### src/rtl/fetch_sequencer.sv
// fetch_sequencer: instruction fetch and sequencing stage ahead of the control unit.
//
// Holds the PC, addresses the synchronous instruction memory, latches the IR
// and hands the opcode to the control unit. It then applies the branch, halt
// and IN-wait decisions that the control unit returns. Each instruction takes
// three cycles: FETCH (address out), LOAD (IR captured) and EXEC (control
// unit active). An IN instruction adds WAIT_IN, which lasts until a debounced
// press of the confirm button.
//
// Ports:
//   Clock, Reset   rising-edge clock, synchronous active-high reset
//   EndInstr       instruction memory address (= PC)
//   InstrMem       instruction memory read data (one cycle after address)
//   Instrucao      IR contents
//   Opcode         IR top byte, to the control unit
//   Inibe          1 = control unit forced idle (no valid instruction in EXEC)
//   CTRLDesvio     00/11 PC+1, 01 AlvoImediato, 10 AlvoReg
//   AlvoImediato   immediate branch target
//   AlvoReg        register branch target (BX)
//   CTRLHalt       halt request (highest priority in EXEC)
//   CTRLCLK        IN instruction: wait for confirm button
//   BotaoConfirma  asynchronous confirm button, active-high
//   PCMais1        PC+1 (link value), wraps modulo 2^ADDR_W
//   Commit         one-cycle write qualifier for register/CPSR/memory writes
//   Halted         processor halted (only Reset leaves this)
module fetch_sequencer #(
  parameter int ADDR_W          = 10,
  parameter int INSTR_W         = 32,
  parameter int DEBOUNCE_CYCLES = 4
) (
  input  logic               Clock,
  input  logic               Reset,
  output logic [ADDR_W-1:0]  EndInstr,
  input  logic [INSTR_W-1:0] InstrMem,
  output logic [INSTR_W-1:0] Instrucao,
  output logic [7:0]         Opcode,
  output logic               Inibe,
  input  logic [1:0]         CTRLDesvio,
  input  logic [ADDR_W-1:0]  AlvoImediato,
  input  logic [ADDR_W-1:0]  AlvoReg,
  input  logic               CTRLHalt,
  input  logic               CTRLCLK,
  input  logic               BotaoConfirma,
  output logic [ADDR_W-1:0]  PCMais1,
  output logic               Commit,
  output logic               Halted
);

  typedef enum logic [2:0] {
    S_FETCH,
    S_LOAD,
    S_EXEC,
    S_WAIT_IN,
    S_HALT
  } state_t;

  localparam int CNT_W = $clog2(DEBOUNCE_CYCLES + 1);
  localparam logic [CNT_W-1:0] CNT_MAX = CNT_W'(DEBOUNCE_CYCLES);
  localparam logic [CNT_W-1:0] CNT_ONE = CNT_W'(1);

  state_t              state, state_nx;
  logic [ADDR_W-1:0]   pc, pc_nx, pc_inc;
  logic [INSTR_W-1:0]  ir;
  logic                load_ir;

  // Confirm button: 2-flop synchronizer, saturating debounce counter,
  // debounced level and its delayed copy for edge detection.
  logic                sync1, sync2;
  logic [CNT_W-1:0]    deb_cnt;
  logic                deb_lvl, deb_lvl_q;
  logic                deb_rise;

  always_ff @(posedge Clock) begin
    if (Reset) begin
      sync1     <= 1'b0;
      sync2     <= 1'b0;
      deb_cnt   <= '0;
      deb_lvl   <= 1'b0;
      deb_lvl_q <= 1'b0;
    end else begin
      sync1     <= BotaoConfirma;
      sync2     <= sync1;
      deb_lvl_q <= deb_lvl;
      if (!sync2) begin
        deb_cnt <= '0;
        deb_lvl <= 1'b0;
      end else if (deb_cnt != CNT_MAX) begin
        deb_cnt <= deb_cnt + CNT_ONE;
        // Level goes high on the same edge the counter reaches the limit.
        if (deb_cnt == CNT_MAX - CNT_ONE) deb_lvl <= 1'b1;
      end
    end
  end

  // Edge is produced in every state; only WAIT_IN acts on it, so a press
  // completed elsewhere (or a button already held on entry) is lost.
  assign deb_rise = deb_lvl & ~deb_lvl_q;

  assign pc_inc = pc + ADDR_W'(1);

  always_comb begin
    state_nx = state;
    pc_nx    = pc;
    Inibe    = 1'b1;
    Commit   = 1'b0;
    load_ir  = 1'b0;
    case (state)
      S_FETCH: state_nx = S_LOAD;
      S_LOAD: begin
        load_ir  = 1'b1;
        state_nx = S_EXEC;
      end
      S_EXEC: begin
        Inibe = 1'b0;
        if (CTRLHalt) begin
          state_nx = S_HALT;
        end else if (CTRLCLK) begin
          state_nx = S_WAIT_IN;
        end else begin
          Commit   = 1'b1;
          state_nx = S_FETCH;
          case (CTRLDesvio)
            2'b01:   pc_nx = AlvoImediato;
            2'b10:   pc_nx = AlvoReg;
            default: pc_nx = pc_inc;
          endcase
        end
      end
      S_WAIT_IN: begin
        Inibe = 1'b0;
        if (deb_rise) begin
          Commit   = 1'b1;
          pc_nx    = pc_inc;
          state_nx = S_FETCH;
        end
      end
      S_HALT: begin
        state_nx = S_HALT;
      end
      default: state_nx = S_FETCH;
    endcase
  end

  always_ff @(posedge Clock) begin
    if (Reset) begin
      state <= S_FETCH;
      pc    <= '0;
      ir    <= '0;
    end else begin
      state <= state_nx;
      pc    <= pc_nx;
      if (load_ir) ir <= InstrMem;
    end
  end

  assign EndInstr  = pc;
  assign PCMais1   = pc_inc;
  assign Instrucao = ir;
  assign Opcode    = ir[INSTR_W-1:INSTR_W-8];
  assign Halted    = (state == S_HALT);

endmodule

### config.mk
export PLATFORM = sky130hd
export DESIGN_NAME = fetch_sequencer
export DESIGN_NICKNAME = d
export VERILOG_FILES = /design/src/rtl/fetch_sequencer.sv
export SDC_FILE = /design/constraint.sdc
export NUM_CORES = 1
export LEC_CHECK = 0
export BUFFER_PORTS_ARGS = -buffer_cell sky130_fd_sc_hd__buf_2
export CORE_MARGIN = 2
export CORE_UTILIZATION = 40
export CTS_CLUSTER_DIAMETER = 40
export DETAILED_ROUTE_END_ITERATION = 16
export PLACE_DENSITY = 0.72
export SETUP_SLACK_MARGIN = 0.2
export SYNTH_ARGS = -nofsm -noshare
export SYNTH_HDL_FRONTEND = slang
export SYNTH_SLANG_ARGS = --single-unit
export TNS_END_PERCENT = 5
### constraint.sdc
create_clock -name Clock -period 5.5 [get_ports Clock]
set_clock_uncertainty 0.15 [all_clocks]
set_input_delay 1.65 -clock Clock [delete_from_list [all_inputs] [get_ports Clock]]
set_output_delay 1.65 -clock Clock [all_outputs]
set_load 0.005 [all_outputs]
After elaboration in Yosys (flattened, before gate mapping). Cells that the tools add are included.

Output and inout bits: 63. Input bits: 59. Register bits after elaboration: 52.

Reductions and logical operators: 6. Equality and inequality tests: 11. $add $sub $neg: 2. Muxes and demuxes: 15. Bitwise gates (word level): 3.

Operator list (number): $pmux W10 S2 (2); $mux W10 (3); $pmux W3 S5 (1); $add A10 B1 Y10 const B (1); $eq A3 B2 Y1 const B (3); $mux W3 (2); $ne A2 B2 Y1 const B (3); $mux W1 (5); $reduce_and A4 Y1 (1); $reduce_or A2 Y1 (2); $add A3 B1 Y3 const B (1); $eq A3 B1 Y1 const B (1); $eq A3 B3 Y1 const B (1); $logic_not A3 Y1 (1); $ne A3 B3 Y1 const B (1); $eq A2 B1 Y1 const B (1); $eq A2 B2 Y1 const B (1); $mux W2 (1); $not A1 Y1 (2); $pmux W1 S2 (1); $reduce_and A2 Y1 (1); $reduce_bool A2 Y1 (1); $and A1 B1 Y1 (1).

Depth between registers and ports, before layout. Gate-level depths: netlist of run 1.

Depth in word-level cells: 5. Mapped depth: 7. Mapped depth without buffers: 6.

Worst setup path after synthesis of run 1. OpenSTA, ideal clock, no wires.

Path kind: in2out. Start point: in CTRLCLK. End point: out Commit. Setup slack: 1.237 ns. Buffers on the path: 1. Data arrival time: 2.463 ns. Required time: 3.700 ns. Cell stages on the path: 4. Path through: or3_1 a21o_1 inv_1 buf_2.

Word-level cells in the longest chain between the ends: 3.

Ends and longest elaborated chain: from (decl) (RTL line 42) `input logic CTRLCLK,`; $mux W1 (RTL line 117) `end else if (CTRLCLK) begin`; $mux W1 (RTL line 115) `if (CTRLHalt) begin`; $pmux W1 S2 (RTL line 107) `case (state)`; to (decl) (RTL line 45) `output logic Commit,`.

No other way between the ends.

Worst setup path in the final report of run 1. Same ends and word-level chain as after synthesis.

==> impl_metrics.csv, run 1 <==
group,metric,value,unit
layout,antennaDiodeCount,0,
cts,root_buffer,"clkbuf_8",
critical_path,crit_path_end_kind,"output port",
logic_synthesis,synth_cell_types,42,
critical_path,path_class,"in2out",
detailed_routing,vias,2440,
layout,drive_above_1_share,34.1,%
detailed_routing,drc,0,
flow_run,cap_violations,0,
logic_synthesis,synth_ff_type,"dfxtp_1",
cts,cts_hold_buf,0,
timing,slew_viol_final,0,
logic_synthesis,async_flop_share,0,%
critical_path,cp.depth,5,
logic_synthesis,synthesis.instances,308,
layout,areaGrowthSynthToFinish,29.1,%
layout,final_area,0.00312,sq mm
detailed_routing,firstDrtPassIters,4,
cts,clk_pin_slew,0.09,ns
outcome,outcome,"complete, no violations",
cts,cts_buffer_depth,2,
die,ioPinCount,122,
cts,cts.sinks,52,
die,start_util,41.0,%
detailed_routing,wire_per_inst,12.4,microns
timing,fin_crit_sh,87.2,%
critical_path,r2r-start,"state[0]$_SDFFE_PP0P_",
critical_path,worst-path-buf-inv,3,
grt,grt_pass1_wl,9100,microns
logic_synthesis,ys_top_cells_by_area,"dfxtp_1 43%, nand2_1 13%, a21oi_1 8.9%",
grt,grt_util_met1,20.4,%
logic_synthesis,syn_nets,373,
die,rows,28,
logic_synthesis,avgSynthCellArea,7.83,sq um
timing,hold_viol,0,
critical_path,worst-path-max-fanout,14,
critical_path,crit_chain,"buf_2 -> or3_1 -> a21o_1 -> inv_1 -> buf_2",
logic_synthesis,ys_seq_area_share,43.2,%
grt,grt_overflow,0,
critical_path,crit_arrival,3.00,ns
die,die_w,81.7,microns
critical_path,r2r_slack,3.41,ns
grt,met2_usage,30.9,%
critical_path,crit_family,"buffers and inverters",
place,io_buffer_count,121,
die,coreArea,0.00589,sq mm
place,placed_cells,478,
timing,rsz0062_at_grt,"false",
layout,final_cells,486,
cts,cts_setup_buffers,0,
timing,worst_pin_slew,0.930,ns
cts,clock_latency,0.30,ns
grt,grt_pass1_vias,2073,
detailed_routing,detail-route-antenna-nets,0,
timing,slew_headroom,38.0,%
cts,cts_resized,0,
timing,setup_ws,0.703,ns
critical_path,r2r_end,"EndInstr[2]$_SDFFE_PP0P_",
power,p_leak,1.44,nW
grt,grt.total_usage,17.3,%
cts,htree_levels,2,
place,place_congestion,0.824,
critical_path,rr_worst_depth,5,
hold_path,hp-class,"reg2reg",
power,pwr_density_cell,266,mW/mm^2
hold_path,hold_path_depth,2,
critical_path,worst_path_max_delay_cell,"inv_1",
timing,setup_viol,0,
critical_path,slowest_delay,0.36,ns
grt,grtUsageMet3,3.96,%
timing,fin_crit,4.80,ns
hold_path,worst_hold_path.endpoint,"Instrucao[16]$_SDFFE_PP0N_",
die,die_y,81.7,microns
logic_synthesis,ys_ff_latch,52,
timing,clock.fmax,208,MHz
power,ir_drop,0.131,mV
cts,cts_made_buffers,5,
logic_synthesis,yosysWarnings,0,
die,die-area,0.00667,sq mm
place,dp_hpwl,4460,microns
layout,nets,475,
hold_path,hp-start,"Instrucao[16]$_SDFFE_PP0N_",
detailed_routing,drt-total-wl,6040,microns
grt,grt_max_degree,51,
logic_synthesis,synth_edf_count,0,
critical_path,start_kind,"input port",
critical_path,crit_top_cell,"buf_2",
logic_synthesis,synth_top_area_cell,"dfxtp_1",
timing,fin_tns_setup,0,ns
grt,antenna_found_initial,0,
detailed_routing,drt-initial-drc-count,83,
cts,cts_tree,"yes",
grt,grt.busiest_layer,"met2",
logic_synthesis,yosysMostFrequentCell,"nand2_1",
logic_synthesis,synth.top_cell.area_share,43.2,%
logic_synthesis,synthTopCellsByCount,"81 x nand2_1, 52 x dfxtp_1, 43 x a21oi_1",
logic_synthesis,synth_area,0.00241,sq mm
place,place_ws,0.710,ns
detailed_routing,viasPerCell,5.02,
critical_path,worstPathRequired,3.70,ns
place,dpl_cell_area,0.00299,sq mm
==> worst max-delay path by stage <==
stage	startpoint	endpoint
global placement	CTRLCLK	Commit
detailed placement	CTRLCLK	Commit
CTS	CTRLCLK	Commit
finish	CTRLCLK	Commit
global route	CTRLCLK	Commit
floorplan	CTRLCLK	Commit
==> layout make-up <==
type	instances	area (sq um)
sequential	52	1040
clock buffer	7	96.3
fill	582	2770
multi-input combinational	218	1200
tap	75	93.8
inverter	11	41.3
timing repair buffer	122	613
clock inverter	1	30.0
==> where the power goes <==
part / total (mW) / internal (mW) / switching (mW)
clock: 0.279 / 0.161 / 0.119
sequential: 0.416 / 0.400 / 0.0162
combinational: 0.134 / 0.0595 / 0.0749
total: 0.829 / 0.620 / 0.210
==> per-layer routing <==
| layer | part of all wire, % | vias to the layer above |
|---|---|---|
| li1 | - | 1242 |
| met1 | 43 | 1111 |
| met2 | 48 | 75 |
| met3 | 6.7 | 12 |
| met4 | 1.7 | 0 |
| met5 | 0 | - |
==> sequential cells by signal, summed over array words and instances, names as in the netlist <==
name,count
Instrucao,32
EndInstr,10
deb_cnt,3
state,3
deb_lvl,1
deb_lvl_q,1
sync1,1
sync2,1
==> cells by family after synthesis <==
| logic type | share of synthesized area (%) |
|---|---|
| adder cells (fa/ha/maj) | 3.11 |
| XOR/XNOR | 2.18 |
| AO/OA/AOI/OAI | 19.3 |
| flip-flops | 43.2 |
| AND/OR/NAND/NOR | 24.9 |
| buffers and inverters | 7.31 |
==> metrics by stage <==
step                      total power [mW]  utilization, %  hold slack (ns)
after floorplan                      0.505               -            0.264
after global placement               0.556            50.8            0.272
after detailed placement             0.561            50.8            0.286
after CTS                            0.844            52.9            0.307
after global routing                 0.876            52.9            0.321
final                                0.829            52.9            0.304
==> tightest hold or removal path: stages, from the launching register on <==
cell and delay [ns]:
dfxtp_1 0.31, nand2_1 0.05, a21oi_1 0.05
==> cells in the final DEF (no fill, tap or decap), types with 2 or more instances in the layout <==
master / netlist / layout
buf_2: 3 / 121
nand2_1: 81 / 81
dfxtp_1: 52 / 52
a21oi_1: 43 / 43
inv_1: 11 / 11
nand3_1: 10 / 10
nor3_1: 9 / 9
clkbuf_8: 0 / 7
a22oi_1: 6 / 6
a31oi_1: 6 / 6
ha_1: 6 / 6
o21ai_0: 5 / 5
nand2b_1: 5 / 5
xnor2_1: 4 / 4
a22o_1: 4 / 4
nor2_1: 4 / 4
o211ai_1: 3 / 3
nor2b_1: 3 / 3
nor4_1: 2 / 2
or2_2: 2 / 2
or3_1: 2 / 2
xor2_1: 2 / 2
nand3b_1: 2 / 2
a211o_1: 2 / 2
Power figures use the tool's default switching activity.
==> run 2, diff against run 1 <==
--- a/config.mk
+++ b/config.mk
@@ -5,12 +5,12 @@
 export SDC_FILE = /design/constraint.sdc
 export NUM_CORES = 1
 export LEC_CHECK = 0
-export BUFFER_PORTS_ARGS = -buffer_cell sky130_fd_sc_hd__buf_2
 export CORE_MARGIN = 2
 export CORE_UTILIZATION = 40
-export CTS_CLUSTER_DIAMETER = 40
+export CTS_CLUSTER_DIAMETER = 80
 export DETAILED_ROUTE_END_ITERATION = 16
-export PLACE_DENSITY = 0.72
+export DONT_BUFFER_PORTS = 1
+export PLACE_DENSITY = 0.59
 export SETUP_SLACK_MARGIN = 0.2
 export SYNTH_ARGS = -nofsm -noshare
 export SYNTH_HDL_FRONTEND = slang
==> run 2 against run 1 <==
Compared with the run above: design area is 19% lower; register-to-register slack worse by 0.07 ns; cell count is 25% lower; power is 1.6% lower; sequential share of layout area is 7.9 points higher; non-clock buffer count is 121 lower; wire length is 8.9% lower; flip-flop and latch count stayed put; worst hold slack worse by 0.0091 ns; global-route usage is 1.9 points lower; critical endpoint unchanged.
==> impl_metrics.csv, run 2 (synthesized netlist as in run 1, its figures left out) <==
group,metric,value,unit
outcome,outcome,"complete, no violations",
cts,cts_buffer_depth,2,
layout,final_cells,365,
critical_path,worstPathRequired,3.70,ns
layout,final_util,42.8,%
power,p_leak,0.885,nW
layout,drive_above_1_share,6.55,%
detailed_routing,vias,1988,
layout,multi_input_area,0.00120,sq mm
timing,slew_headroom,55.2,%
die,die_y,81.7,microns
cts,cts_hold_buf,0,
timing,setup_ws,0.963,ns
cts,root_buffer,"clkbuf_8",
grt,grt_pass1_vias,1688,
critical_path,crit_chain,"or3_1 -> a21o_1 -> inv_1",
critical_path,crit_arrival,2.74,ns
timing,fin_crit_sh,82.5,%
place,dp_hpwl,3830,microns
timing,hold_viol,0,
layout,fillers,593,
power,pwr_density_cell,324,mW/mm^2
cts,clk_pin_slew,0.09,ns
layout,final_area,0.00252,sq mm
grt,grt_pass1_wl,8150,microns
die,die_w,81.7,microns
timing,setup_viol,0,
cts,cts_setup_buffers,0,
detailed_routing,drt-initial-drc-count,71,
grt,grt.total_usage,15.5,%
timing,rsz0062_at_grt,"false",
cts,clock_latency,0.30,ns
die,ioPinCount,122,
critical_path,worst_path_max_delay_cell,"inv_1",
detailed_routing,detail-route-antenna-nets,0,
grt,grt_overflow,0,
layout,final_common_cell,"nand2_1",
detailed_routing,wire_per_inst,15.1,microns
critical_path,path_class,"in2out",
place,placed_cells,357,
timing,worst_pin_slew,0.672,ns
hold_path,hp-class,"reg2reg",
cts,cts_resized,0,
timing,clock.fmax,220,MHz
power,ir_drop,0.148,mV
detailed_routing,drc,0,
die,coreArea,0.00589,sq mm
layout,nets,354,
layout,areaGrowthSynthToFinish,4.51,%
grt,grt_max_degree,51,
layout,largest_register_ff_count,32,
flow_run,cap_violations,0,
layout,seq_area,0.00104,sq mm
die,rows,28,
place,io_buffer_count,0,
timing,slew_viol_final,0,
detailed_routing,firstDrtPassIters,4,
timing,fin_crit,4.54,ns
cts,cts_tree,"yes",
die,start_util,41.0,%
timing,fin_tns_setup,0,ns
layout,final_cell_mix,"81 x nand2_1, 52 x dfxtp_1, 43 x a21oi_1, 11 x inv_1, 10 x nand3_1",
place,dpl_cell_area,0.00238,sq mm
grt,antenna_found_initial,0,
cts,cts_made_buffers,5,
detailed_routing,drt-total-wl,5510,microns
critical_path,worst-path-max-fanout,14,
cts,htree_levels,2,
detailed_routing,viasPerCell,5.45,
critical_path,slowest_delay,0.40,ns
critical_path,crit_path_end_kind,"output port",
critical_path,start_kind,"input port",
place,place_congestion,0.768,
layout,antennaDiodeCount,0,
place,place_ws,0.967,ns
die,die-area,0.00667,sq mm
cts,cts.sinks,52,
-- run 2: changes by cell type in the layout (fill, tap and decap cells not counted) --
cell       change
bufinv_16      +1
buf_2        -121
inv_6          +1
clkbuf_8       -2
-- run 2: report_power, final --
part | switching (mW) | total [mW] | internal (mW)
clock | 0.129 | 0.312 | 0.183
sequential | 0.0231 | 0.423 | 0.400
combinational | 0.0523 | 0.0810 | 0.0287
total | 0.205 | 0.816 | 0.612
-- run 2: final cells by class --
cell class | count | share of cell area [%]
multi-input cells | 218 | 47.6
well taps | 75 | 3.72
clock inverters | 3 | 2.73
clock buffers | 5 | 2.73
inverters | 11 | 1.64
flip-flops and latches | 52 | 41.3
repair buffers | 1 | 0.298
-- run 2: worst max-delay path, delay by kind of cell --
family / cells / cell delay [ns]
buffers and inverters: 1 / 0.40
and+or+nand+nor: 1 / 0.33
AOI/OAI and AO/OA: 1 / 0.35
-- run 2: per-stage QoR --
stage	hold slack [ns]	power (mW)
3_5_place_dp	0.278	0.513
2_1_floorplan	0.264	0.505
3_3_place_gp	0.276	0.510
5_1_grt	0.303	0.855
6_report	0.295	0.816
4_1_cts	0.298	0.828
-- run 2: final timing paths --
kind / start / end / slack [ns] / cells after the start
setup / recovery: CTRLCLK / Commit / 0.96 / 3
hold / removal: sync1$_SDFF_PP0_ / sync2$_SDFF_PP0_ / 0.29 / 1
setup reg to reg: state[0]$_SDFFE_PP0P_ / EndInstr[5]$_SDFFE_PP0P_ / 3.34 / 5
hold reg to reg: sync1$_SDFF_PP0_ / sync2$_SDFF_PP0_ / 0.29 / 1
-- run 2: layer usage --
metal,wire [microns],track usage (%)
met5,0,0
met4,71,4.83
met3,485,5.27
met2,2560,25.2
met1,2390,19.4
